File: src/rtl/z80_bus_arbiter_if.sv
// Bus bundle between a DMA requester, a Z80 CPU and a single-port synchronous memory.
// The arbiter connects through the slave modport; the environment uses master.
interface z80_bus_arbiter_if;
    // DMA requester side
    logic        dma_req;
    logic        dma_we;
    logic [15:0] dma_addr;
    logic [7:0]  dma_wdata;
    logic        dma_ack;
    logic [7:0]  dma_rdata;

    // Z80 CPU side
    logic        cpu_busrq_n;
    logic        cpu_busak_n;
    logic [15:0] cpu_a;
    logic [7:0]  cpu_do;
    logic        cpu_mreq_n;
    logic        cpu_wr_n;
    logic [7:0]  cpu_di;

    // Memory port
    logic [15:0] mem_addr;
    logic [7:0]  mem_wdata;
    logic        mem_we;
    logic [7:0]  mem_rdata;

    // Status
    logic        dma_owner;
    logic        arb_err;

    modport slave (
        input  dma_req, dma_we, dma_addr, dma_wdata,
        output dma_ack, dma_rdata,
        output cpu_busrq_n,
        input  cpu_busak_n, cpu_a, cpu_do, cpu_mreq_n, cpu_wr_n,
        output cpu_di,
        output mem_addr, mem_wdata, mem_we,
        input  mem_rdata,
        output dma_owner, arb_err
    );

    modport master (
        output dma_req, dma_we, dma_addr, dma_wdata,
        input  dma_ack, dma_rdata,
        input  cpu_busrq_n,
        output cpu_busak_n, cpu_a, cpu_do, cpu_mreq_n, cpu_wr_n,
        input  cpu_di,
        input  mem_addr, mem_wdata, mem_we,
        output mem_rdata,
        input  dma_owner, arb_err
    );
endinterface

File: src/rtl/z80_bus_arbiter.sv
// DMA / Z80 bus arbiter: takes the bus via BUSRQ/BUSAK, runs bounded DMA bursts, then returns it.
// Optional busak_n wait timeout enabled by defining ARB_TIMEOUT_EN.
module z80_bus_arbiter #(
    parameter int MAX_BURST      = 16,
    parameter int GAP_CYCLES     = 4,
    parameter int TIMEOUT_CYCLES = 255
) (
    input  logic               clk,
    input  logic               reset_n,
    z80_bus_arbiter_if.slave   bus
);

    localparam int BW = ($clog2(MAX_BURST + 1) > 5) ? $clog2(MAX_BURST + 1) : 5;
    localparam int GAP_N = (GAP_CYCLES > 1) ? GAP_CYCLES : 1;
    localparam int GW = (GAP_N > 1) ? $clog2(GAP_N) : 1;
    localparam logic [BW-1:0] BURST_MAX = BW'(MAX_BURST);
    localparam logic [GW-1:0] GAP_LAST  = GW'(GAP_N - 1);

    typedef enum logic [2:0] {
        IDLE,
        REQ,
        GRANT,
        ACCESS,
        RELEASE,
        GAP
    } state_t;

    state_t      state, state_nx;
    logic [BW-1:0] burst_cnt, burst_cnt_nx;
    logic [GW-1:0] gap_cnt, gap_cnt_nx;
    logic [15:0] lat_addr;
    logic [7:0]  lat_wdata;
    logic        lat_we;
    logic        latch_en;
    logic        ack_q, ack_nx;
    logic        timeout;

`ifdef ARB_TIMEOUT_EN
    localparam int TIMEOUT_N = (TIMEOUT_CYCLES > 1) ? TIMEOUT_CYCLES : 1;
    localparam int TW = $clog2(TIMEOUT_N + 1);
    localparam logic [TW-1:0] TIMEOUT_LAST = TW'(TIMEOUT_N - 1);

    logic [TW-1:0] to_cnt, to_cnt_nx;

    always_comb begin
        to_cnt_nx = (state == REQ) ? to_cnt + TW'(1) : '0;
        timeout   = (state == REQ) && bus.cpu_busak_n && (to_cnt == TIMEOUT_LAST);
    end

    always_ff @(posedge clk or negedge reset_n) begin
        if (!reset_n) begin
            to_cnt <= '0;
        end else begin
            to_cnt <= to_cnt_nx;
        end
    end
`else
    assign timeout = 1'b0;
`endif

    // NOTE: every signal written here gets a default first, so no path leaves it unassigned and no latch is inferred.
    always_comb begin
        state_nx     = state;
        burst_cnt_nx = burst_cnt;
        gap_cnt_nx   = gap_cnt;
        latch_en     = 1'b0;
        ack_nx       = 1'b0;

        case (state)
            IDLE: begin
                if (bus.dma_req) begin
                    state_nx = REQ;
                end
            end

            REQ: begin
                if (!bus.cpu_busak_n) begin
                    state_nx = GRANT;
                end else if (timeout) begin
                    state_nx = GAP;
                end
            end

            GRANT: begin
                // The ack cycle still shows the completed request, so it is never re-accepted.
                if (bus.cpu_busak_n) begin
                    state_nx = RELEASE;
                end else if ((burst_cnt == BURST_MAX) || !bus.dma_req) begin
                    state_nx = RELEASE;
                end else if (!ack_q) begin
                    latch_en = 1'b1;
                    if (burst_cnt < BURST_MAX) begin
                        burst_cnt_nx = burst_cnt + BW'(1);
                    end
                    state_nx = ACCESS;
                end
            end

            ACCESS: begin
                // An access in flight always completes, even if the CPU grabs the bus back.
                ack_nx   = 1'b1;
                state_nx = bus.cpu_busak_n ? RELEASE : GRANT;
            end

            RELEASE: begin
                if (bus.cpu_busak_n) begin
                    state_nx     = GAP;
                    burst_cnt_nx = '0;
                end
            end

            GAP: begin
                if (gap_cnt == GAP_LAST) begin
                    state_nx   = IDLE;
                    gap_cnt_nx = '0;
                end else begin
                    gap_cnt_nx = gap_cnt + GW'(1);
                end
            end

            default: begin
                state_nx = IDLE;
            end
        endcase
    end

    // NOTE: sequential state uses non-blocking assignments so every register samples pre-edge values.
    always_ff @(posedge clk or negedge reset_n) begin
        if (!reset_n) begin
            state     <= IDLE;
            burst_cnt <= '0;
            gap_cnt   <= '0;
            ack_q     <= 1'b0;
        end else begin
            state     <= state_nx;
            burst_cnt <= burst_cnt_nx;
            gap_cnt   <= gap_cnt_nx;
            ack_q     <= ack_nx;
        end
    end

    // NOTE: the request latches are reset as well, so the memory port never carries X after reset.
    always_ff @(posedge clk or negedge reset_n) begin
        if (!reset_n) begin
            lat_addr  <= '0;
            lat_wdata <= '0;
            lat_we    <= 1'b0;
        end else if (latch_en) begin
            lat_addr  <= bus.dma_addr;
            lat_wdata <= bus.dma_wdata;
            lat_we    <= bus.dma_we;
        end
    end

    logic owner;
    logic cpu_we;

    assign owner  = (state == GRANT) || (state == ACCESS);
    assign cpu_we = !bus.cpu_mreq_n && !bus.cpu_wr_n;

    assign bus.dma_owner   = owner;
    assign bus.cpu_busrq_n = !((state == REQ) || (state == GRANT) || (state == ACCESS));
    assign bus.mem_addr    = owner ? lat_addr  : bus.cpu_a;
    assign bus.mem_wdata   = owner ? lat_wdata : bus.cpu_do;
    // Gating with reset_n keeps the write strobe low for the whole reset, whatever the CPU drives.
    assign bus.mem_we      = reset_n && (owner ? ((state == ACCESS) && lat_we) : cpu_we);
    assign bus.cpu_di      = bus.mem_rdata;
    assign bus.dma_ack     = ack_q;
    assign bus.dma_rdata   = ack_q ? bus.mem_rdata : 8'h00;
    assign bus.arb_err     = timeout;

endmodule

File: src/flat_wrapper.sv
// flat-port wrapper written by rule: the top's interface ports become plain ports
module z80_bus_arbiter_flat 
#(
    parameter int MAX_BURST      = 16,
    parameter int GAP_CYCLES     = 4,
    parameter int TIMEOUT_CYCLES = 255
)
  (clk, reset_n, bus_dma_req, bus_dma_we, bus_dma_addr, bus_dma_wdata, bus_dma_ack, bus_dma_rdata, bus_cpu_busrq_n, bus_cpu_busak_n, bus_cpu_a, bus_cpu_do, bus_cpu_mreq_n, bus_cpu_wr_n, bus_cpu_di, bus_mem_addr, bus_mem_wdata, bus_mem_we, bus_mem_rdata, bus_dma_owner, bus_arb_err);
  z80_bus_arbiter_if bus_i ();
  input  logic clk;
  input  logic reset_n;
  input wire logic [$bits(bus_i.dma_req)-1:0] bus_dma_req;
  input wire logic [$bits(bus_i.dma_we)-1:0] bus_dma_we;
  input wire logic [$bits(bus_i.dma_addr)-1:0] bus_dma_addr;
  input wire logic [$bits(bus_i.dma_wdata)-1:0] bus_dma_wdata;
  output wire logic [$bits(bus_i.dma_ack)-1:0] bus_dma_ack;
  output wire logic [$bits(bus_i.dma_rdata)-1:0] bus_dma_rdata;
  output wire logic [$bits(bus_i.cpu_busrq_n)-1:0] bus_cpu_busrq_n;
  input wire logic [$bits(bus_i.cpu_busak_n)-1:0] bus_cpu_busak_n;
  input wire logic [$bits(bus_i.cpu_a)-1:0] bus_cpu_a;
  input wire logic [$bits(bus_i.cpu_do)-1:0] bus_cpu_do;
  input wire logic [$bits(bus_i.cpu_mreq_n)-1:0] bus_cpu_mreq_n;
  input wire logic [$bits(bus_i.cpu_wr_n)-1:0] bus_cpu_wr_n;
  output wire logic [$bits(bus_i.cpu_di)-1:0] bus_cpu_di;
  output wire logic [$bits(bus_i.mem_addr)-1:0] bus_mem_addr;
  output wire logic [$bits(bus_i.mem_wdata)-1:0] bus_mem_wdata;
  output wire logic [$bits(bus_i.mem_we)-1:0] bus_mem_we;
  input wire logic [$bits(bus_i.mem_rdata)-1:0] bus_mem_rdata;
  output wire logic [$bits(bus_i.dma_owner)-1:0] bus_dma_owner;
  output wire logic [$bits(bus_i.arb_err)-1:0] bus_arb_err;
  assign bus_i.dma_req = bus_dma_req;
  assign bus_i.dma_we = bus_dma_we;
  assign bus_i.dma_addr = bus_dma_addr;
  assign bus_i.dma_wdata = bus_dma_wdata;
  assign bus_dma_ack = bus_i.dma_ack;
  assign bus_dma_rdata = bus_i.dma_rdata;
  assign bus_cpu_busrq_n = bus_i.cpu_busrq_n;
  assign bus_i.cpu_busak_n = bus_cpu_busak_n;
  assign bus_i.cpu_a = bus_cpu_a;
  assign bus_i.cpu_do = bus_cpu_do;
  assign bus_i.cpu_mreq_n = bus_cpu_mreq_n;
  assign bus_i.cpu_wr_n = bus_cpu_wr_n;
  assign bus_cpu_di = bus_i.cpu_di;
  assign bus_mem_addr = bus_i.mem_addr;
  assign bus_mem_wdata = bus_i.mem_wdata;
  assign bus_mem_we = bus_i.mem_we;
  assign bus_i.mem_rdata = bus_mem_rdata;
  assign bus_dma_owner = bus_i.dma_owner;
  assign bus_arb_err = bus_i.arb_err;
  z80_bus_arbiter #(.MAX_BURST(MAX_BURST), .GAP_CYCLES(GAP_CYCLES), .TIMEOUT_CYCLES(TIMEOUT_CYCLES)) u_core (.clk(clk), .reset_n(reset_n), .bus(bus_i));
endmodule
File: config.mk
export PLATFORM = sky130hd
export DESIGN_NAME = z80_bus_arbiter_flat
export DESIGN_NICKNAME = d
export VERILOG_FILES = /design/src/rtl/z80_bus_arbiter_if.sv /design/src/rtl/z80_bus_arbiter.sv /design/src/flat_wrapper.sv
export SDC_FILE = /design/constraint.sdc
export NUM_CORES = 1
export LEC_CHECK = 0
export CAP_MARGIN = 40
export CORE_MARGIN = 10
export CORE_UTILIZATION = 32
export DETAILED_ROUTE_END_ITERATION = 10
export DONT_BUFFER_PORTS = 1
export PLACE_DENSITY = 0.43
export SYNTH_ARGS = -nofsm -noshare
export SYNTH_HDL_FRONTEND = slang
export SYNTH_SLANG_ARGS = --single-unit
export TNS_END_PERCENT = 100
File: constraint.sdc
create_clock -name clk -period 3.2 [get_ports clk]
set_clock_uncertainty 0.1 [all_clocks]
set_input_delay 0.64 -clock clk [delete_from_list [all_inputs] [get_ports clk]]
set_output_delay 0.64 -clock clk [all_outputs]
set_load 0.005 [all_outputs]
==> flow_summary.json <==
{
  "power_frac_seq_pct": 47.8,
  "portBuffers": 0,
  "antenna_cells": 0,
  "syn_inst": 215,
  "dr.pass1.iters": 4,
  "clk_latency_ps": 280,
  "post_cts_buffers": 0,
  "grt_pass1_wl_mm": 7.879,
  "cp-end-kind": "output pin",
  "seq_area_um2": 900.9,
  "cts_root_buf": "clkbuf_8",
  "cap_violations": 0,
  "drtIter0Drc": 89,
  "yosys.cell_types.count": 39,
  "die_y_um": 99.61,
  "grt_pass1_vias": 1541,
  "clk_pin_slew_ps": 70,
  "postPlaceCellArea_um2": 2002,
  "post_drt_wl_per_cell_um": 18.03,
  "startpoint": "u_core.state[2]",
  "start_util_pct": 33.66,
  "cp_data_required_time_ps": 2460,
  "total_power_w": 0.001642,
  "vias": 1429,
  "ant_nets": 0,
  "yosys_warnings": 0,
  "synth_area_leaders": "dfrtp_1 (44%), mux2_2 (14%), nand2_1 (14%)",
  "status": "finished, final reports clean",
  "synth_top_area_share_pct": 44.42,
  "holdWs_ps": 89.21,
  "dieWidth_um": 99.61,
  "slew_violations": 0,
  "p_int_w": 0.001083,
  "fmax_ghz": 0.3693,
  "antenna_found_initial": 0,
  "syn_area_um2": 2028,
  "core_um2": 6026,
  "pwr-share-clk_pct": 21.0,
  "final_cell_area_um2": 2118,
  "pwr_density_cell_nw_per_um2": 775.2,
  "ioPinCount": 108,
  "avgSynthCellArea_um2": 9.433,
  "ys_ff_latch": 36,
  "ir_drop_mv": 0.2562,
  "h-tree-depth": 2,
  "cts_buffers": 5,
  "period_share_pct": 84.61,
  "maxSlewHeadroom_pct": 65.79,
  "wirelength_mm": 5.067,
  "yosysSeqAreaShare_pct": 44.42,
  "tightest_slew_ps": 508.4,
  "cp_max_fo": 28,
  "drc": 0,
  "clock-sinks": 36,
  "p_sw_w": 0.0005591,
  "gp_congestion": 0.7184,
  "swShare_pct": 34.05,
  "hold_violations": 0,
  "fillers": 600,
  "start_kind": "flip-flop",
  "p_leak_nw": 1.017,
  "track_usage_pct": 9.811,
  "fin_crit_ps": 2708,
  "yosysTopAreaCell": "dfrtp_1",
  "fin_tns_setup_ps": 0,
  "grt_max_degree": 37,
  "multiInputGateArea_um2": 973.4,
  "hp-class": "in -> async",
  "cts_tree": "yes",
  "combPwrFrac_pct": 31.2,
  "placementRows": 28,
  "grt_overflow": 0,
  "via_per_inst": 5.085,
  "layout-drive-gt1-share_pct": 20.39,
  "die-area_um2": 9922,
  "rsz0062_at_grt": "no",
  "critPathKind": "reg -> out",
  "setup_viol": 0,
  "worstPathArrival_ps": 1970,
  "worstReg2RegStart": "u_core.burst_cnt[0]",
  "synth_fp_nets": 281,
  "clockBufferDepth": 2,
  "dpl.hpwl_mm": 3.880,
  "area_delta_synth_final_pct": 4.442,
  "layout.nets": 272
}
==> critical path, cell delays in order (launching register included) <==
cell and delay, ps:
dfrtp_1 550, nand2b_4 390, clkinv_1 100, buf_4 240, nor3_1 160, a31oi_1 60
nor2b_1 180
==> area by class of cell <==
type                       count  share of cell area [%]
clock buffer                   7                   4.548
inverter                       5                  0.8860
tap                           75                   4.430
sequential                    36                   42.53
timing repair buffer           3                   1.654
multi-input combinational    155                   45.95
==> kinds of logic (layout without fill, tap and decap cells) <==
logic type                 Yosys count  count (layout)  synth area share (%)
AOI/OAI and AO/OA                   17              17                 5.738
adders and majority gates            3               3                 1.851
other                                1               1                0.1849
muxes                               28              28                 15.67
DFF                                 36              36                 44.42
buffers and inverters               24              15                 7.587
and+or+nand+nor                    106             106                 24.55
==> per-stage QoR <==
step / utilization (%) / std cells / worst slack (ps)
2_1_floorplan: - / 215 / 1112
3_3_place_gp: 33.22 / 273 / 819.3
3_5_place_dp: 33.22 / 273 / 754.2
4_1_cts: 35.15 / 281 / 450.1
5_1_grt: 35.15 / 281 / 295.2
6_report: 35.15 / 281 / 492.5
==> per-layer routing <==
metal,share of wire [%],track usage (%),wire length [µm]
met1,40,10.61,2029
met3,11,5.190,556
met2,49,16.53,2464
met4,0.34,2.315,17
met5,0,0,0
==> layout by cell type (no fill, tap or decap), types with 2 or more instances in the layout <==
cell type  netlist  routed
nand2_1         76      76
and2_1           9       9
dfrtp_1         36      36
clkbuf_8         0       7
inv_1            4       4
mux2_2          26      26
ha_1             3       3
o21ai_0          3       3
a21oi_1          3       3
nor3_1           3       3
a22o_1           2       2
buf_4            9       2
a21o_1           2       2
and3_1           2       2
nor2_1           4       4
==> final timing paths <==
kind                                        to  slack, ps  cells past startpoint
setup / recovery                    bus_mem_we        490                      6
hold / removal                 u_core.state[2]         90                      1
setup reg to reg            u_core.lat_addr[7]       1010                      7
hold reg to reg            u_core.burst_cnt[3]        400                      1
max in group asynchronous  u_core.lat_wdata[4]       2720                      1
min in group clk           u_core.burst_cnt[3]        400                      1
==> repair_timing <==
action	in CTS	in global routing
hold buffers	1	0
endpoints found under the setup margin	0	0
hold endpoints to repair	36	0
resized for setup	0	0
==> state kept, by name (all words and copies together), names as in the netlist <==
register	cells
u_core.burst_cnt	5
u_core.state	3
u_core.gap_cnt	2
u_core.bus.dma_ack	1
u_core.lat_we	1
u_core.lat_wdata	8
u_core.lat_addr	16
==> synthesized netlist by cell type <==
master and number:
nand4bb_1 1, o21ai_0 3, nor2_1 4, mux2_4 1
o21bai_1 1, mux2i_1 1, dfrtp_1 36, or3b_2 1
nor2b_1 1, o41ai_1 1, nor3b_1 1, nor4_1 1
nand2_1 76, buf_6 4, a22o_1 2, a21o_1 2
nor3_1 3, conb_1 1, and3_1 2, or2_2 1
nand3b_1 1, a22oi_1 1, mux2_2 26, ha_1 3
clkbuf_1 6, o311ai_1 1, nand2b_4 1, o21a_1 1
nand3_1 1, a31oi_1 1, and2_1 9, a21oi_1 3
nor4b_4 1, inv_1 4, or4_4 1, clkinv_1 1
buf_4 9, o211ai_1 1, nand2b_1 1
==> power groups by stage <==
| stage | logic (W) | clock network [W] | registers (W) |
|---|---|---|---|
| after detailed placement | 0.000516 | 0 | 0.000792 |
| after CTS | 0.000529 | 0.000359 | 0.000786 |
| after global placement | 0.000500 | 0 | 0.000780 |
| after floorplan | 0.000481 | 0 | 0.000730 |
| after global routing | 0.000583 | 0.000382 | 0.000815 |
| final | 0.000512 | 0.000344 | 0.000785 |
(Power assumes the default switching activity.)
